===== config.mk =====
export PLATFORM = sky130hd
export DESIGN_NAME = alu_issue_ctrl
export DESIGN_NICKNAME = d
export VERILOG_FILES = /design/src/rtl/alu_ctrl_pkg.sv /design/src/rtl/alu_issue_ctrl_fwd_unit.sv /design/src/rtl/alu_issue_ctrl.sv
export SDC_FILE = /design/constraint.sdc
export NUM_CORES = 1
export LEC_CHECK = 0
export ABC_AREA = 1
export CORE_ASPECT_RATIO = 0.75
export CORE_MARGIN = 4
export CORE_UTILIZATION = 37
export DETAILED_ROUTE_END_ITERATION = 8
export HOLD_SLACK_MARGIN = 0.12
export PLACE_DENSITY_LB_ADDON = 0.08
export SKIP_CTS_REPAIR_TIMING = 1
export SYNTH_ARGS = -nofsm -noshare
export SYNTH_HDL_FRONTEND = slang
export SYNTH_SLANG_ARGS = --single-unit

===== constraint.sdc =====
create_clock -name i_clk -period 1.5 [get_ports i_clk]
set_clock_uncertainty 0.1 [all_clocks]
set_input_delay 0.375 -clock i_clk [delete_from_list [all_inputs] [get_ports i_clk]]
set_output_delay 0.375 -clock i_clk [all_outputs]
set_load 0.005 [all_outputs]

===== src/rtl/alu_ctrl_pkg.sv =====
// Shared definitions for the EX-stage ALU issue controller.
// Contents: RV32I major opcodes, the ALUop encoding seen by the ALU,
// controller state encoding, forwarding select encoding, and an opcode
// decoder that reports which source registers an instruction reads.
package alu_ctrl_pkg;

    localparam logic [6:0] OPC_LOAD   = 7'b0000011;
    localparam logic [6:0] OPC_STORE  = 7'b0100011;
    localparam logic [6:0] OPC_BRANCH = 7'b1100011;
    localparam logic [6:0] OPC_OP     = 7'b0110011;
    localparam logic [6:0] OPC_OPIMM  = 7'b0010011;
    localparam logic [6:0] OPC_LUI    = 7'b0110111;
    localparam logic [6:0] OPC_AUIPC  = 7'b0010111;
    localparam logic [6:0] OPC_JAL    = 7'b1101111;
    localparam logic [6:0] OPC_JALR   = 7'b1100111;

    typedef enum logic [2:0] {
        ALU_MEM    = 3'd0,
        ALU_BRANCH = 3'd1,
        ALU_OP     = 3'd2,
        ALU_OPIMM  = 3'd3,
        ALU_LUI    = 3'd4,
        ALU_AUIPC  = 3'd5,
        ALU_JAL    = 3'd6,
        ALU_JALR   = 3'd7
    } aluop_t;

    typedef enum logic [1:0] {
        RUN     = 2'd0,
        RESOLVE = 2'd1,
        FLUSH   = 2'd2
    } ctrl_state_t;

    typedef enum logic [1:0] {
        FWD_RF  = 2'd0,
        FWD_MEM = 2'd1,
        FWD_WB  = 2'd2
    } fwd_sel_t;

    typedef struct packed {
        logic   legal;
        aluop_t aluop;
        logic   uses_rs1;
        logic   uses_rs2;
        logic   is_load;
        logic   is_ctrl;   // branch or jump: needs resolution before more issue
    } decode_t;

    function automatic decode_t decode_opcode(input logic [6:0] opcode);
        decode_t d;
        d.legal    = 1'b1;
        d.aluop    = ALU_MEM;
        d.uses_rs1 = 1'b0;
        d.uses_rs2 = 1'b0;
        d.is_load  = 1'b0;
        d.is_ctrl  = 1'b0;
        case (opcode)
            OPC_LOAD:   begin d.uses_rs1 = 1'b1; d.is_load = 1'b1; end
            OPC_STORE:  begin d.uses_rs1 = 1'b1; d.uses_rs2 = 1'b1; end
            OPC_BRANCH: begin
                d.aluop = ALU_BRANCH; d.uses_rs1 = 1'b1; d.uses_rs2 = 1'b1; d.is_ctrl = 1'b1;
            end
            OPC_OP:     begin d.aluop = ALU_OP; d.uses_rs1 = 1'b1; d.uses_rs2 = 1'b1; end
            OPC_OPIMM:  begin d.aluop = ALU_OPIMM; d.uses_rs1 = 1'b1; end
            OPC_LUI:    d.aluop = ALU_LUI;
            OPC_AUIPC:  d.aluop = ALU_AUIPC;
            OPC_JAL:    begin d.aluop = ALU_JAL; d.is_ctrl = 1'b1; end
            OPC_JALR:   begin d.aluop = ALU_JALR; d.uses_rs1 = 1'b1; d.is_ctrl = 1'b1; end
            default:    d.legal = 1'b0;
        endcase
        return d;
    endfunction

endpackage


===== src/rtl/alu_issue_ctrl_fwd_unit.sv =====
// Combinational hazard logic for the instruction currently in ID.
// Inputs : rs1/rs2 of the ID instruction and whether each is read,
//          rd/regwrite of EX/MEM and MEM/WB, rd of a LOAD sitting in EX.
// Outputs: fwd_a/fwd_b operand source selects, load_use stall request.
module fwd_unit
    import alu_ctrl_pkg::*;
(
    input  logic [4:0] rs1,
    input  logic [4:0] rs2,
    input  logic       uses_rs1,
    input  logic       uses_rs2,
    input  logic [4:0] mem_rd,
    input  logic       mem_regwrite,
    input  logic [4:0] wb_rd,
    input  logic       wb_regwrite,
    input  logic       ex_load_valid,
    input  logic [4:0] ex_load_rd,
    output fwd_sel_t   fwd_a,
    output fwd_sel_t   fwd_b,
    output logic       load_use
);

    // x0 is never forwarded; the younger stage (EX/MEM) wins over MEM/WB.
    function automatic fwd_sel_t pick(input logic [4:0] rs, input logic [4:0] m_rd,
                                      input logic m_we, input logic [4:0] w_rd,
                                      input logic w_we);
        fwd_sel_t sel;
        sel = FWD_RF;
        if (rs != 5'd0) begin
            if (m_we && (m_rd == rs))      sel = FWD_MEM;
            else if (w_we && (w_rd == rs)) sel = FWD_WB;
        end
        return sel;
    endfunction

    assign fwd_a = pick(rs1, mem_rd, mem_regwrite, wb_rd, wb_regwrite);
    assign fwd_b = pick(rs2, mem_rd, mem_regwrite, wb_rd, wb_regwrite);

    // A load result is not available for forwarding until it leaves MEM,
    // so a dependent instruction directly behind it has to wait a cycle.
    assign load_use = ex_load_valid && (ex_load_rd != 5'd0) &&
                      ((uses_rs1 && (rs1 == ex_load_rd)) ||
                       (uses_rs2 && (rs2 == ex_load_rd)));

endmodule


===== src/rtl/alu_issue_ctrl.sv =====
// EX-stage issue controller for the RV32I ALU.
// Decodes the ID instruction into ALUop/func3/func7, issues one op per cycle
// (registered), resolves branches/jumps from the ALU's registered result,
// redirects fetch and squashes the wrong-path ID slots, and produces the
// load-use stall and operand forwarding selects.
// Ports:
//   i_clk, i_reset (sync, active-low)
//   ID handshake   : i_id_valid, o_id_ready, i_opcode, i_func3, i_func7b5, i_rs1, i_rs2, i_rd
//   pipeline state : i_mem_rd/i_mem_regwrite (EX/MEM), i_wb_rd/i_wb_regwrite (MEM/WB)
//   ALU feedback   : i_alu_branch, i_alu_result
//   ALU issue      : o_alu_op, o_func3, o_func7, o_ex_valid, o_fwd_a, o_fwd_b
//   control flow   : o_redirect, o_target, o_squash, o_illegal
module alu_issue_ctrl
    import alu_ctrl_pkg::*;
#(
    parameter int FLUSH_CYCLES = 2,
    parameter int XLEN         = 32
) (
    input  logic            i_clk,
    input  logic            i_reset,
    input  logic            i_id_valid,
    output logic            o_id_ready,
    input  logic [6:0]      i_opcode,
    input  logic [2:0]      i_func3,
    input  logic            i_func7b5,
    input  logic [4:0]      i_rs1,
    input  logic [4:0]      i_rs2,
    input  logic [4:0]      i_rd,
    input  logic [4:0]      i_mem_rd,
    input  logic            i_mem_regwrite,
    input  logic [4:0]      i_wb_rd,
    input  logic            i_wb_regwrite,
    input  logic            i_alu_branch,
    input  logic [XLEN-1:0] i_alu_result,
    output logic [2:0]      o_alu_op,
    output logic [2:0]      o_func3,
    output logic            o_func7,
    output logic            o_ex_valid,
    output logic [1:0]      o_fwd_a,
    output logic [1:0]      o_fwd_b,
    output logic            o_redirect,
    output logic [XLEN-1:0] o_target,
    output logic            o_squash,
    output logic            o_illegal
);

    localparam int CNT_W = $clog2(FLUSH_CYCLES + 1);

    ctrl_state_t       state;
    logic              resolve_phase;  // 0: op in ALU, 1: ALU result visible
    logic              pend_jump;      // pending op redirects unconditionally
    logic              pend_jalr;
    logic [CNT_W-1:0]  flush_cnt;

    aluop_t            alu_op_q;
    logic [2:0]        func3_q;
    logic              func7_q;
    logic              ex_valid_q;
    fwd_sel_t          fwd_a_q;
    fwd_sel_t          fwd_b_q;
    logic              redirect_q;
    logic [XLEN-1:0]   target_q;
    logic              illegal_q;
    logic              ex_load_q;
    logic [4:0]        ex_load_rd_q;

    decode_t           dec;
    fwd_sel_t          fwd_a;
    fwd_sel_t          fwd_b;
    logic              load_use;
    logic              id_ready;
    logic              accept;
    logic              issue;
    logic              func7_dec;

    assign dec = decode_opcode(i_opcode);

    fwd_unit u_fwd (
        .rs1          (i_rs1),
        .rs2          (i_rs2),
        .uses_rs1     (dec.uses_rs1),
        .uses_rs2     (dec.uses_rs2),
        .mem_rd       (i_mem_rd),
        .mem_regwrite (i_mem_regwrite),
        .wb_rd        (i_wb_rd),
        .wb_regwrite  (i_wb_regwrite),
        .ex_load_valid(ex_load_q),
        .ex_load_rd   (ex_load_rd_q),
        .fwd_a        (fwd_a),
        .fwd_b        (fwd_b),
        .load_use     (load_use)
    );

    // Nothing is accepted while reset is held, so no slot is lost across it.
    always_comb begin
        // NOTE: assign a default before any branch so every path drives the
        // signal; a missing path would infer a latch.
        id_ready = 1'b0;
        if (i_reset) begin
            case (state)
                RUN:     id_ready = !load_use;
                FLUSH:   id_ready = 1'b1;
                default: id_ready = 1'b0;
            endcase
        end
    end

    // func7 only matters for OP and the shift-right OP-IMM; for every other
    // OP-IMM instr[30] is immediate data, so ADDI must never look like SUB.
    always_comb begin
        func7_dec = 1'b0;
        if ((i_opcode == OPC_OP) || ((i_opcode == OPC_OPIMM) && (i_func3 == 3'd5)))
            func7_dec = i_func7b5;
    end

    assign accept = i_id_valid && id_ready;
    // Squashed slots (FLUSH) and illegal opcodes are accepted but go out as bubbles.
    assign issue  = accept && (state == RUN) && dec.legal;

    always_ff @(posedge i_clk) begin
        if (!i_reset) begin
            // NOTE: sequential state uses non-blocking assignments so every
            // register samples the pre-edge value of every other register.
            state         <= RUN;
            resolve_phase <= 1'b0;
            pend_jump     <= 1'b0;
            pend_jalr     <= 1'b0;
            flush_cnt     <= '0;
            alu_op_q      <= ALU_MEM;
            func3_q       <= 3'd0;
            func7_q       <= 1'b0;
            ex_valid_q    <= 1'b0;
            fwd_a_q       <= FWD_RF;
            fwd_b_q       <= FWD_RF;
            redirect_q    <= 1'b0;
            target_q      <= '0;
            illegal_q     <= 1'b0;
            ex_load_q     <= 1'b0;
            ex_load_rd_q  <= 5'd0;
        end else begin
            // Issue registers: bubbles are driven as all-zero ops.
            alu_op_q     <= issue ? dec.aluop : ALU_MEM;
            func3_q      <= issue ? i_func3   : 3'd0;
            func7_q      <= issue ? func7_dec : 1'b0;
            ex_valid_q   <= issue;
            fwd_a_q      <= issue ? fwd_a     : FWD_RF;
            fwd_b_q      <= issue ? fwd_b     : FWD_RF;
            ex_load_q    <= issue && dec.is_load;
            ex_load_rd_q <= i_rd;
            illegal_q    <= accept && (state == RUN) && !dec.legal;
            redirect_q   <= 1'b0;

            case (state)
                RUN: begin
                    if (issue && dec.is_ctrl) begin
                        state         <= RESOLVE;
                        resolve_phase <= 1'b0;
                        pend_jump     <= (dec.aluop == ALU_JAL) || (dec.aluop == ALU_JALR);
                        pend_jalr     <= (dec.aluop == ALU_JALR);
                    end
                end
                RESOLVE: begin
                    if (!resolve_phase) begin
                        resolve_phase <= 1'b1;
                    end else if (pend_jump || i_alu_branch) begin
                        redirect_q <= 1'b1;
                        target_q   <= pend_jalr ? {i_alu_result[XLEN-1:1], 1'b0} : i_alu_result;
                        flush_cnt  <= CNT_W'(FLUSH_CYCLES);
                        state      <= FLUSH;
                    end else begin
                        state <= RUN;
                    end
                end
                FLUSH: begin
                    // Only slots that actually arrive count as discarded.
                    if (accept) begin
                        flush_cnt <= flush_cnt - CNT_W'(1);
                        if (flush_cnt == CNT_W'(1))
                            state <= RUN;
                    end
                end
                default: state <= RUN;
            endcase
        end
    end

    assign o_id_ready = id_ready;
    assign o_alu_op   = alu_op_q;
    assign o_func3    = func3_q;
    assign o_func7    = func7_q;
    assign o_ex_valid = ex_valid_q;
    assign o_fwd_a    = fwd_a_q;
    assign o_fwd_b    = fwd_b_q;
    assign o_redirect = redirect_q;
    assign o_target   = target_q;
    assign o_squash   = (state == FLUSH);
    assign o_illegal  = illegal_q;

endmodule


==> flow_summary.ini <==
[floorplanning]
floorplan.die.height_um = 80.4
die-area_um2 = 8410
initial_utilization = 0.380
core_area_um2 = 6800
die_w_um = 105
i_o_pin_count = 122
fp-row-count = 26

[route]
drt_pass1_iterations = 4
final_antenna_net_count = 0
drt_iter0_drc = 63
mean_routed_wirelength_per_cell_um = 13.5
vias = 2899
routed_via_density = 4.65
drt_drc_violations_left = 0
finalWirelength_mm = 8.39

[global_route]
first_global_vias = 2678
grt_first_pass_wirelength_mm = 12.4
grtUsageTotal = 0.184
grt_max_degree = 43
antenna_found_initial = 0
grt_residual_overflow = 0

[clock_network]
clock_insertion_delay_worst_skew_ns = 0.33
cts_root_buffer = sky130_fd_sc_hd__clkbuf_8
number_of_levels_the_h_tree_was_split_into = 3
tritoncts_num_sinks = 59
tritoncts_clock_tree = yes
clockBufferDepth = 2
clk_transition_reported_paths_ns = 0.07
number_of_buffers_added_by_the_clock_tree_synthesis_step = 9

[cells_and_area]
area_growth_syn_to_layout_pct = 95.9
postLayoutCellArea_um2 = 5070
antennaDiodeCount = 0
fin_nets = 610
multi_input_area_um2 = 1540
final-instance-count-excl-fill = 623
layout_commonest_cell = sky130_fd_sc_hd__dlymetal6s2s_1
leading_cell_types_in_the_layout_fill_and_taps_excluded = 64 x sky130_fd_sc_hd__dlymetal6s2s_1, 56 x sky130_fd_sc_hd__clkdlybuf4s50_1, 50 x sky130_fd_sc_hd__nor2_1, 44 x sky130_fd_sc_hd__buf_4, 40 x sky130_fd_sc_hd__dfxtp_1
fillers = 535
seq_area_um2 = 1210
drive_gt1_frac = 0.325

[worst_hold_path]
hold_path_class = primary input to register

[setup_path]
worst-endpoint-required_ns = 1.02
cp_max_fo = 3
crit_type = register to output pin
r2r_setup_slack_ns = -0.21
cp-end-kind = output pin
worst_setup_path_start_kind = register
worst_ep_arrival_time_ns = 1.62

[yosys]
synthTopCellsByArea = sky130_fd_sc_hd__dfxtp_1 46%, sky130_fd_sc_hd__nor2_1 13%, sky130_fd_sc_hd__o21ai_0 7.2%
ys_seq_elements = 59
netlist.area_leader.share = 0.457
syn_area_um2 = 2590
synthesis.nets = 435
ys_warns = 0
synth_seq_area_share = 0.457
post_synth.cell_area_avg_um2 = 7.18
synth_cells = 360
synth.distinct_cells = 28
synth_area_leader_cell = sky130_fd_sc_hd__dfxtp_1

[timing]
maxSlewHeadroom = 0.802
setup_ws_ns = -0.595
worst-slew-pin-transition_ns = 0.295
final_max_slew_viol_count = 0
timing_hold_violations_final = 0
finalSetupViolCount = 50
fin_crit_sh = 1.40
fmaxAchievable_mhz = 477
rsz0062_at_grt = yes
shortest_period_the_worst_path_allows_ns = 2.10

[power]
leakage_nw = 3.09
powerDensity_nw_per_um2 = 657
power.ir.vdd_worst_uv = 539

[outcome]
failed_checks = negative setup slack
run_status = finished, violations left

[placed_design]
numPlacedInstances = 602
port-buffer-count = 121
globalplace.congestion = 0.929
placed_area_um2 = 4300
place.detailed.hpwl_mm = 5.85

[flow_run]
drv.max_cap_violation_count = 0
-- cells by family (layout without fill, tap and decap cells) --
kind of cell | count (synthesis) | after routing | share of synthesized area
buffers and inverters | 57 | 236 | 0.0856
DFF | 59 | 59 | 0.457
and+or+nand+nor | 165 | 165 | 0.275
adders and majority gates | 1 | 1 | 0.00484
AOI/OAI and AO/OA | 67 | 67 | 0.141
xor gates and xnor gates | 11 | 11 | 0.0373
-- report_power, final --
part           switching, mW  internal [mW]
registers            0.00816           1.58
logic                  0.204          0.295
clock network          0.619          0.625
total                  0.831           2.50
-- area by class of cell --
cell class,count,area share
clock buffers,10,0.0272
clock inverters,5,0.00593
inverters,47,0.0370
multi-input cells,244,0.303
repair buffers,174,0.368
flip-flops and latches,59,0.238
well taps,84,0.0207
-- metal layers --
metal	track usage	wire length, µm	up-vias
met5	0	0	-
met4	0.0584	82	0
met3	0.0578	389	7
met2	0.298	4080	78
met1	0.236	3830	1310
li1	-	-	1504
-- path summary, 6_finish.rpt --
check                                  start                   endpoint  cells after the start
setup / recovery       state[0]$_SDFFE_PN0P_                   o_squash                      4
hold / removal                   i_opcode[2]       ex_load_q$_SDFF_PN0_                      4
setup reg to reg  ex_load_rd_q[1]$_SDFF_PN0_      o_fwd_b[1]$_SDFF_PP0_                     14
hold reg to reg    o_target[19]$_SDFFE_PN0P_  o_target[19]$_SDFFE_PN0P_                      2
-- state kept, by name, summed over array words and instances, names as in the netlist, 2 cells and up --
name,count
ex_load_rd_q,5
flush_cnt,2
o_alu_op,3
o_func3,3
o_fwd_a,2
o_fwd_b,2
o_target,32
state,2
-- through the flow --
| step | power [mW] | util | worst slack, ns | setup TNS (ns) | hold WS [ns] |
|---|---|---|---|---|---|
| after floorplan | 1.78 | - | -0.0380 | -0.0380 | 0.328 |
| after global placement | 2.10 | 0.632 | -1.17 | -22.27 | 0.341 |
| after detailed placement | 2.11 | 0.632 | -1.20 | -23.24 | 0.363 |
| after CTS | 3.36 | 0.657 | -1.22 | -17.04 | 0.376 |
| after global routing | 3.50 | 0.745 | -0.680 | -12.04 | 0.336 |
| final | 3.33 | 0.745 | -0.595 | -7.40 | 0.327 |
-- cell usage after synthesis (all sizes together) --
master / instances
a21oi: 16
and2: 1
buf: 4
clkbuf: 6
dfxtp: 59
ha: 1
inv: 47
nand2: 49
nand3: 11
nand4: 5
nor2: 91
nor3: 8
o2111ai: 2
o211ai: 1
o21ai: 38
o21bai: 1
o221ai: 2
o22ai: 7
xnor2: 2
xor2: 9
-- critical path, stage by stage, from the launching register on --
cell,delay [ns]
sky130_fd_sc_hd__dfxtp_1,0.31
sky130_fd_sc_hd__buf_4,0.15
sky130_fd_sc_hd__nor2_1,0.17
sky130_fd_sc_hd__buf_4,0.16
sky130_fd_sc_hd__clkdlybuf4s50_1,0.50
(Power assumes the default switching activity.)
